File: src/rtl/corescore_uart_arbiter_if.sv
// rtl/corescore_uart_arbiter_if.sv - producer, UART sink and status signals of the UART arbiter
interface corescore_uart_arbiter_if #(
  parameter int NUM_SRC = 4
) ();
  localparam int GW = (NUM_SRC > 1) ? $clog2(NUM_SRC) : 1;

  logic [8*NUM_SRC-1:0] i_data;
  logic [NUM_SRC-1:0]   i_valid;
  logic [NUM_SRC-1:0]   i_last;
  logic [NUM_SRC-1:0]   o_ready;
  logic [7:0]           o_data;
  logic                 o_valid;
  logic                 i_ready;
  logic [GW-1:0]        o_grant_id;
  logic                 o_busy;
  logic                 o_overflow;

  modport master (
    input  i_data, i_valid, i_last, i_ready,
    output o_ready, o_data, o_valid, o_grant_id, o_busy, o_overflow
  );

  modport slave (
    output i_data, i_valid, i_last, i_ready,
    input  o_ready, o_data, o_valid, o_grant_id, o_busy, o_overflow
  );
endinterface

File: src/rtl/corescore_uart_arbiter.sv
// rtl/corescore_uart_arbiter.sv - packet-level round-robin arbiter sharing one UART byte sink
// A granted source owns the link until its last byte or MAX_LEN bytes; optional tag byte first.
module corescore_uart_arbiter #(
  parameter int         NUM_SRC   = 4,
  parameter bit         HEADER_EN = 1'b1,
  parameter logic [7:0] HDR_BASE  = 8'h41,
  parameter int         MAX_LEN   = 64
) (
  input logic i_clk,
  input logic i_rst,
  corescore_uart_arbiter_if.master bus
);
  localparam int GW = (NUM_SRC > 1) ? $clog2(NUM_SRC) : 1;
  localparam int CW = $clog2(MAX_LEN + 1);

  typedef enum logic [1:0] {IDLE, HDR, DATA} state_t;

  state_t             state, state_n;
  logic [GW-1:0]      grant, grant_n;
  logic [GW-1:0]      last_grant, last_grant_n;
  logic [GW-1:0]      pick;
  logic [CW-1:0]      count, count_n;
  logic [7:0]         data_r, load_byte;
  logic               valid_r, overflow_r, overflow_n;
  logic               load, found, slot_free, xfer;
  logic [7:0]         g_data;
  logic               g_valid, g_last;
  logic [NUM_SRC-1:0] ready_v;
  int                 idx;

  assign slot_free = !valid_r || bus.i_ready;
  assign g_data    = bus.i_data[{grant, 3'b000} +: 8];
  assign g_valid   = bus.i_valid[grant];
  assign g_last    = bus.i_last[grant];
  assign xfer      = (state == DATA) && slot_free && g_valid;

  // Round-robin: first requester strictly after the previous owner, wrapping.
  always_comb begin
    pick  = last_grant;
    found = 1'b0;
    idx   = 0;
    for (int k = 1; k <= NUM_SRC; k++) begin
      idx = int'(last_grant) + k;
      if (idx >= NUM_SRC) idx = idx - NUM_SRC;
      if (!found && bus.i_valid[idx]) begin
        found = 1'b1;
        pick  = GW'(idx);
      end
    end
  end

  always_comb begin
    ready_v = '0;
    if (state == DATA && slot_free) ready_v[grant] = 1'b1;
  end

  always_comb begin
    state_n      = state;
    grant_n      = grant;
    last_grant_n = last_grant;
    count_n      = count;
    load         = 1'b0;
    load_byte    = 8'h00;
    overflow_n   = 1'b0;
    case (state)
      IDLE: begin
        if (found) begin
          grant_n = pick;
          state_n = HEADER_EN ? HDR : DATA;
        end
      end
      HDR: begin
        if (slot_free) begin
          load      = 1'b1;
          load_byte = HDR_BASE + 8'(grant);
          state_n   = DATA;
        end
      end
      DATA: begin
        if (xfer) begin
          load      = 1'b1;
          load_byte = g_data;
          if (g_last) begin
            state_n      = IDLE;
            last_grant_n = grant;
            count_n      = '0;
          end else if ((int'(count) + 1) == MAX_LEN) begin
            // Cut here; the rest of this packet competes again as a new packet.
            state_n      = IDLE;
            last_grant_n = grant;
            count_n      = '0;
            overflow_n   = 1'b1;
          end else begin
            count_n = count + 1'b1;
          end
        end
      end
      default: state_n = IDLE;
    endcase
  end

  always_ff @(posedge i_clk) begin
    if (i_rst) begin
      state      <= IDLE;
      grant      <= '0;
      last_grant <= GW'(NUM_SRC - 1);
      count      <= '0;
      data_r     <= 8'h00;
      valid_r    <= 1'b0;
      overflow_r <= 1'b0;
    end else begin
      state      <= state_n;
      grant      <= grant_n;
      last_grant <= last_grant_n;
      count      <= count_n;
      overflow_r <= overflow_n;
      if (load) begin
        data_r  <= load_byte;
        valid_r <= 1'b1;
      end else if (bus.i_ready) begin
        valid_r <= 1'b0;
      end
    end
  end

  assign bus.o_ready    = ready_v;
  assign bus.o_data     = data_r;
  assign bus.o_valid    = valid_r;
  assign bus.o_grant_id = grant;
  assign bus.o_busy     = (state != IDLE);
  assign bus.o_overflow = overflow_r;
endmodule
File: src/flat_wrapper.sv
// flat-port wrapper written by rule: the top's interface ports become plain ports
module corescore_uart_arbiter_flat 
#(
  parameter int         NUM_SRC   = 4,
  parameter bit         HEADER_EN = 1'b1,
  parameter logic [7:0] HDR_BASE  = 8'h41,
  parameter int         MAX_LEN   = 64
)
  (i_clk, i_rst, bus_i_data, bus_i_valid, bus_i_last, bus_i_ready, bus_o_ready, bus_o_data, bus_o_valid, bus_o_grant_id, bus_o_busy, bus_o_overflow);
  corescore_uart_arbiter_if #(.NUM_SRC(NUM_SRC)) bus_i ();
  input logic i_clk;
  input logic i_rst;
  input wire logic [$bits(bus_i.i_data)-1:0] bus_i_data;
  input wire logic [$bits(bus_i.i_valid)-1:0] bus_i_valid;
  input wire logic [$bits(bus_i.i_last)-1:0] bus_i_last;
  input wire logic [$bits(bus_i.i_ready)-1:0] bus_i_ready;
  output wire logic [$bits(bus_i.o_ready)-1:0] bus_o_ready;
  output wire logic [$bits(bus_i.o_data)-1:0] bus_o_data;
  output wire logic [$bits(bus_i.o_valid)-1:0] bus_o_valid;
  output wire logic [$bits(bus_i.o_grant_id)-1:0] bus_o_grant_id;
  output wire logic [$bits(bus_i.o_busy)-1:0] bus_o_busy;
  output wire logic [$bits(bus_i.o_overflow)-1:0] bus_o_overflow;
  assign bus_i.i_data = bus_i_data;
  assign bus_i.i_valid = bus_i_valid;
  assign bus_i.i_last = bus_i_last;
  assign bus_i.i_ready = bus_i_ready;
  assign bus_o_ready = bus_i.o_ready;
  assign bus_o_data = bus_i.o_data;
  assign bus_o_valid = bus_i.o_valid;
  assign bus_o_grant_id = bus_i.o_grant_id;
  assign bus_o_busy = bus_i.o_busy;
  assign bus_o_overflow = bus_i.o_overflow;
  corescore_uart_arbiter #(.NUM_SRC(NUM_SRC), .HEADER_EN(HEADER_EN), .HDR_BASE(HDR_BASE), .MAX_LEN(MAX_LEN)) u_core (.i_clk(i_clk), .i_rst(i_rst), .bus(bus_i));
endmodule
File: config.mk
export PLATFORM = sky130hd
export DESIGN_NAME = corescore_uart_arbiter_flat
export DESIGN_NICKNAME = d
export VERILOG_FILES = /design/src/rtl/corescore_uart_arbiter_if.sv /design/src/rtl/corescore_uart_arbiter.sv /design/src/flat_wrapper.sv
export SDC_FILE = /design/constraint.sdc
export NUM_CORES = 1
export LEC_CHECK = 0
export ABC_CLOCK_PERIOD_IN_PS = 2400
export CAP_MARGIN = 15
export CORE_MARGIN = 10
export CORE_UTILIZATION = 43
export CTS_CLUSTER_SIZE = 28
export DETAILED_ROUTE_END_ITERATION = 7
export GPL_ROUTABILITY_DRIVEN = 0
export HOLD_SLACK_MARGIN = 0.05
export PLACE_DENSITY = 0.8
export REMOVE_ABC_BUFFERS = 1
export SLEW_MARGIN = 30
export SYNTH_ARGS = -nofsm -noshare
export SYNTH_HDL_FRONTEND = slang
export SYNTH_SLANG_ARGS = --single-unit
export TNS_END_PERCENT = 20
File: constraint.sdc
create_clock -name i_clk -period 2.4 [get_ports i_clk]
set_input_delay 0.72 -clock i_clk [delete_from_list [all_inputs] [get_ports i_clk]]
set_output_delay 0.72 -clock i_clk [all_outputs]
set_load 0.1 [all_outputs]
# Word level (Yosys, flattened, before mapping)
# Cells that the tools add are included.
# word_totals
register_bits	23
input_bits	43
# classes
addsub	11
n_lt_le_gt_ge	10
eq_ne	7
shifts	1
n_mux	50
n_bitwise	2
n_reduce_logical	20
# op_table
operator	n
greater-or-equal comparator 32 x 4 -> 1 bit, second input constant	4
< comparator 32 x 4 -> 1 bit, second input constant	4
two-way mux 32 bit	4
subtractor 32 x 4 -> 32 bit, second input constant	4
== test 32 x 8 -> 1 bit, second input constant	1
indexed part select 32 x 6 -> 8 bit	1
two-way mux 2 bit	11
two-way mux 1 bit	20
two-way mux 8 bit	2
one-hot mux 8 bit (2 select lines)	1
two-way mux 7 bit	2
binary-select mux 1 bit (select 2 bit)	6
adder 7 x 1 -> 8 bit, second input constant	1
adder 7 x 2 -> 8 bit, first input constant	1
adder 7 x 1 -> 7 bit, second input constant	1
adder 2 x 2 -> 3 bit, second input constant	2
logical AND 1 bit	6
!= test 2 x 1 -> 1 bit, second input constant	3
one-hot mux 2 bit (3 select lines)	1
nonzero test 2 bit	3
adder 2 x 3 -> 4 bit, second input constant	1
logical NOT 1 bit	4
two-way mux 4 bit	1
AND reduction 2 bit	2
14 further kinds	15

# Logic depth before layout (Yosys ltp)
# logic_depth
word_depth	18
depth_mapped	7
depth_no_buf	7

# Worst setup path before layout
# Ideal clock, no wire load.
# synth_timing
path_type	register -> output
start	register u_core.grant[0], in the netlist u_core.bus.o_grant_id[0]
end	output bus_o_ready[2]
arrival_time_ns	2.477
t_required_ns	1.680
slack_ns	-0.797
stages_incl_launch_ff	5
path_buffers	1
path_cell_list	dfxtp_1 -> buf_1 -> inv_1 -> ha_1 -> and3_1
# synth_via
elab_chain_cells	5
word_cells_on_any_way	6
# synth_rtl
element	line_no	source
from (decl)	corescore_uart_arbiter.sv:19	logic [GW-1:0] grant, grant_n;
from (signal assigned)	corescore_uart_arbiter.sv:113	grant <= grant_n;
< comparator 2 x 3 -> 1 bit (not written as such) or greater-or-equal comparator 2 x 1 -> 1 bit (tied branches)	corescore_uart_arbiter.sv:54	if (state == DATA && slot_free) ready_v[grant] = 1'b1;
logical AND 1 bit (not written as such)	corescore_uart_arbiter.sv:54	
two-way mux 1 bit (not written as such)	corescore_uart_arbiter.sv:54	
demux 1 bit (select 2 bit) (*)	n/a	
two-way mux 4 bit (*)	corescore_uart_arbiter.sv:54	
to (decl)	flat_wrapper.sv:17	output wire logic [$bits(bus_i.o_ready)-1:0] bus_o_ready;
# Mark *: on every way between the ends. The rest lies on a longest branch, timed or not.

# Final worst setup path
# Ends and elaborated chain as after synthesis.

==> run_results.csv <==
group,metric,value,unit
status,status,"complete, no violations",
route,ant_nets,0,
timing,fin_crit_sh,95.5,%
clock_tree,clk_latency,0.32,ns
timing,relSlewSlack,68.7,%
clock_tree,cts_tree,"built",
grt,grt.overflow.total,0,
flow_run,maxCapViolCount,0,
clock_tree,cts_made_buffers,3,
clock_tree,htreeDepth,1,
grt,grt_max_degree,15,
setup_path,reg2reg_slack,0.41,ns
setup_path,crit_fanout,9,
place,port-buffer-count,59,
layout,drive_above_1_share,27.3,%
route,wirelength,4660,um
setup_path,cp_data_arrival_time,1.57,ns
timing,tns,0,ns
floorplanning,io_pins,60,
grt,antenna_found_initial,0,
power,power.total,2.08,mW
place,dpl.hpwl,3850,um
min_path,whs_path_depth,2,
synth,syn-mean-instance-area,9.09,sq um
layout,layout.nets,290,
floorplanning,die-area,6170,sq um
route,route.detailed.drc,0,
synth,synth_cells,162,
layout,area_growth,59.6,%
layout,antenna_cells,0,
setup_path,r2r_cells,6,
setup_path,crit-reg2reg-launch,"u_core.bus.o_grant_id[0]$_SDFFE_PP0P_",
route,dr_total_vias,1536,
synth,synth_top_family_by_area,"simple AND/OR/NAND/NOR gates",
layout,fillCellCount,256,
setup_path,r2r_end,"u_core.bus.o_data[1]$_SDFFE_PP0P_",
floorplanning,fp.dieH,78.5,um
synth,ys_warn_count,0,
setup_path,criticalPathCategory,"flip-flop to output pin",
floorplanning,initial_core_util,44.5,%
timing,finClkSkew,0.0108,ns
setup_path,worstSetupStartpointType,"flip-flop",
power,combPwrFrac,66.0,%
setup_path,end_kind,"output pin",
synth,synth-xor-area-share,0,%
clock_tree,cts_buffer_depth,2,
min_path,hold_start,"u_core.bus.o_data[2]$_SDFFE_PP0P_",
power,power_density,886,nW/um^2
timing,worst_slack,0.108,ns
setup_path,cp_data_required_time,1.68,ns
route,drtIter0Drc,93,
clock_tree,cts.clk_slew.worst_paths,0.14,ns
route,wl_per_cell,16.4,um
timing,tightestPinTransition,0.468,ns
timing,fmax,436,MHz
synth,ys_seq_area_share,31.3,%
floorplanning,rows,21,
clock_tree,cts.sinks,23,
grt,grt_pass1_wl,7550,um
route,vias_per_cell,5.41,
power,switching_share,49.5,%
power,p_leak,0.917,nW
power,switchingPower,1.03,mW
floorplanning,core-area,3310,sq um
power,pwr-share-seq,24.9,%
synth,ys_ff_latch,23,
place,dp_slack,-0.172,ns
power,irDropWorstVdd,0.600,mV
synth,synth_mux_area_share,18.7,%
min_path,hold_path_class,"flip-flop to flip-flop",
min_path,holdPathEnd,"u_core.bus.o_data[2]$_SDFFE_PP0P_",
power,clkPwrFrac,9.1,%
clock_tree,cts-root-buf,"clkbuf_4",
power,p_int,1.05,mW
timing,hold_viol_final,0,
synth,synth_fa_ha_area_share,6.80,%
grt,grt_pass1_vias,1545,
synth,syn_area,1470,sq um
synth,synth.distinct_cells,38,
synth,synth-simple-area-share,23.0,%
floorplanning,die_width,78.5,um
route,dr.pass1.iters,4,
clock_tree,cts_hold_buffers,0,
timing,drv_slew,0,
timing,rsz0062_at_grt,"false",
timing,period_needed,2.29,ns
synth,synth-compound-area-share,16.1,%
grt,grt_use_total,15.0,%
timing,setup_viol,0,
[cell usage after synthesis]
library cell | count | area (sq um)
a21oi_1 | 9 | 45.0
and3_1 | 4 | 25.0
nand2b_1 | 6 | 37.5
and2_1 | 1 | 6.26
o221ai_1 | 1 | 8.76
clkbuf_1 | 5 | 18.8
nand2_1 | 8 | 30.0
nor2_1 | 22 | 82.6
mux2i_1 | 5 | 50.1
buf_2 | 1 | 5.00
inv_2 | 1 | 3.75
o211ai_1 | 2 | 15.0
a32oi_1 | 4 | 35.0
nor3_1 | 8 | 40.0
a221oi_1 | 3 | 26.3
nand3_1 | 4 | 20.0
a22oi_1 | 2 | 15.0
nand3b_1 | 1 | 7.51
buf_1 | 2 | 7.51
or3_1 | 1 | 6.26
or4b_1 | 2 | 20.0
o211a_1 | 1 | 10.0
nand4b_1 | 1 | 8.76
a31oi_1 | 2 | 12.5
o21ai_2 | 1 | 8.76
nor4_1 | 1 | 6.26
and3_2 | 1 | 7.51
o21ai_0 | 6 | 30.0
o21a_1 | 1 | 7.51
inv_1 | 7 | 26.3
a221o_1 | 1 | 10.0
a31oi_2 | 1 | 12.5
mux4_2 | 10 | 225
nand2_2 | 1 | 6.26
dfxtp_1 | 23 | 460
ha_1 | 8 | 100
nor2b_1 | 4 | 25.0
nand3_2 | 1 | 10.0
[cell families after synthesis]
group                      Yosys count
adders and majority gates            8
AOI/OAI and AO/OA                   34
muxes                               15
buffers and inverters               16
and+or+nand+nor                     66
DFF                                 23
[flip-flops by register name (all words and copies together), names as in the netlist]
| register | count |
|---|---|
| u_core.bus.o_data | 8 |
| u_core.bus.o_grant_id | 2 |
| u_core.bus.o_overflow | 1 |
| u_core.bus.o_valid | 1 |
| u_core.count | 7 |
| u_core.last_grant | 2 |
| u_core.state | 2 |
[power by group through the flow]
| stage | clock network, mW | registers, mW | logic [mW] |
|---|---|---|---|
| 3_5_place_dp | 0 | 0.525 | 1.35 |
| 6_report | 0.189 | 0.519 | 1.37 |
| 4_1_cts | 0.192 | 0.520 | 1.37 |
| 2_1_floorplan | 0 | 0.843 | 0.549 |
| 3_3_place_gp | 0 | 0.523 | 1.33 |
| 5_1_grt | 0.215 | 0.532 | 1.46 |
[metrics by stage]
step,instance area [sq um],instances,hold slack (ns),util (%)
2_1_floorplan,1440,154,0.457,-
3_3_place_gp,2280,279,0.466,69.0
3_5_place_dp,2280,279,0.474,69.0
4_1_cts,2350,284,0.507,70.9
5_1_grt,2350,284,0.534,71.0
6_report,2350,284,0.506,71.0
[worst max-delay path, cell delays in order, from the launching register on]
cell	delay [ns]
dfxtp_2	0.51
inv_1	0.16
ha_1	0.24
and3_4	0.18
buf_12	0.16
[layout make-up]
cell class | instances | area (sq um) | share of cell area, %
well taps | 46 | 57.6 | 2.45
multi-input cells | 123 | 981 | 41.7
clock buffers | 4 | 26.3 | 1.12
repair buffers | 80 | 792 | 33.7
flip-flops and latches | 23 | 463 | 19.7
inverters | 8 | 30.0 | 1.28
[timing repair]
item / in CTS / in global routing
setup buffers: 1 / 0
resized for setup: 8 / 2
hold endpoints to repair: 0 / 0
endpoints found under the setup margin: 4 / 3
[layout by cell type, fill, tap and decap left out, types with 2 or more instances in the layout]
master and count:
clkdlybuf4s50_1 41, buf_4 31, nor2_1 22, dfxtp_1 21, mux4_2 10, a21oi_1 9, nand2_1 8, nor3_1 8
inv_1 7, ha_1 7, buf_12 7, o21ai_0 6, mux2i_1 5, nand2b_1 5, and3_4 4, nand3_1 4
nor2b_1 4, a32oi_1 4, a221oi_1 3, clkbuf_4 3, a22oi_1 2, or4b_1 2, a31oi_1 2, o211ai_1 2
dfxtp_2 2
[metal layers]
metal	up-vias	part of all wire [%]	GRT usage, %
met4	0	2.7	6.81
met5	-	0	0
li1	756	-	-
met2	31	57	28.4
met1	736	39	16.5
met3	13	1.9	1.14
[worst max path at each step]
stage	start	to	slack, ns	cells past startpoint
2_1_floorplan	u_core.bus.o_grant_id[0]$_SDFFE_PP0P_	bus_o_ready[3]	-0.80	2
3_3_place_gp	bus_i_ready	bus_o_ready[1]	-0.14	4
3_5_place_dp	bus_i_valid[3]	u_core.bus.o_data[1]$_SDFFE_PP0P_	-0.17	7
4_1_cts	u_core.bus.o_grant_id[1]$_SDFFE_PP0P_	bus_o_ready[0]	0.02	4
5_1_grt	u_core.bus.o_grant_id[0]$_SDFFE_PP0P_	bus_o_ready[0]	0.004	4
6_report	u_core.bus.o_grant_id[0]$_SDFFE_PP0P_	bus_o_ready[2]	0.11	4
No activity file was read; power rests on OpenSTA's default activity.
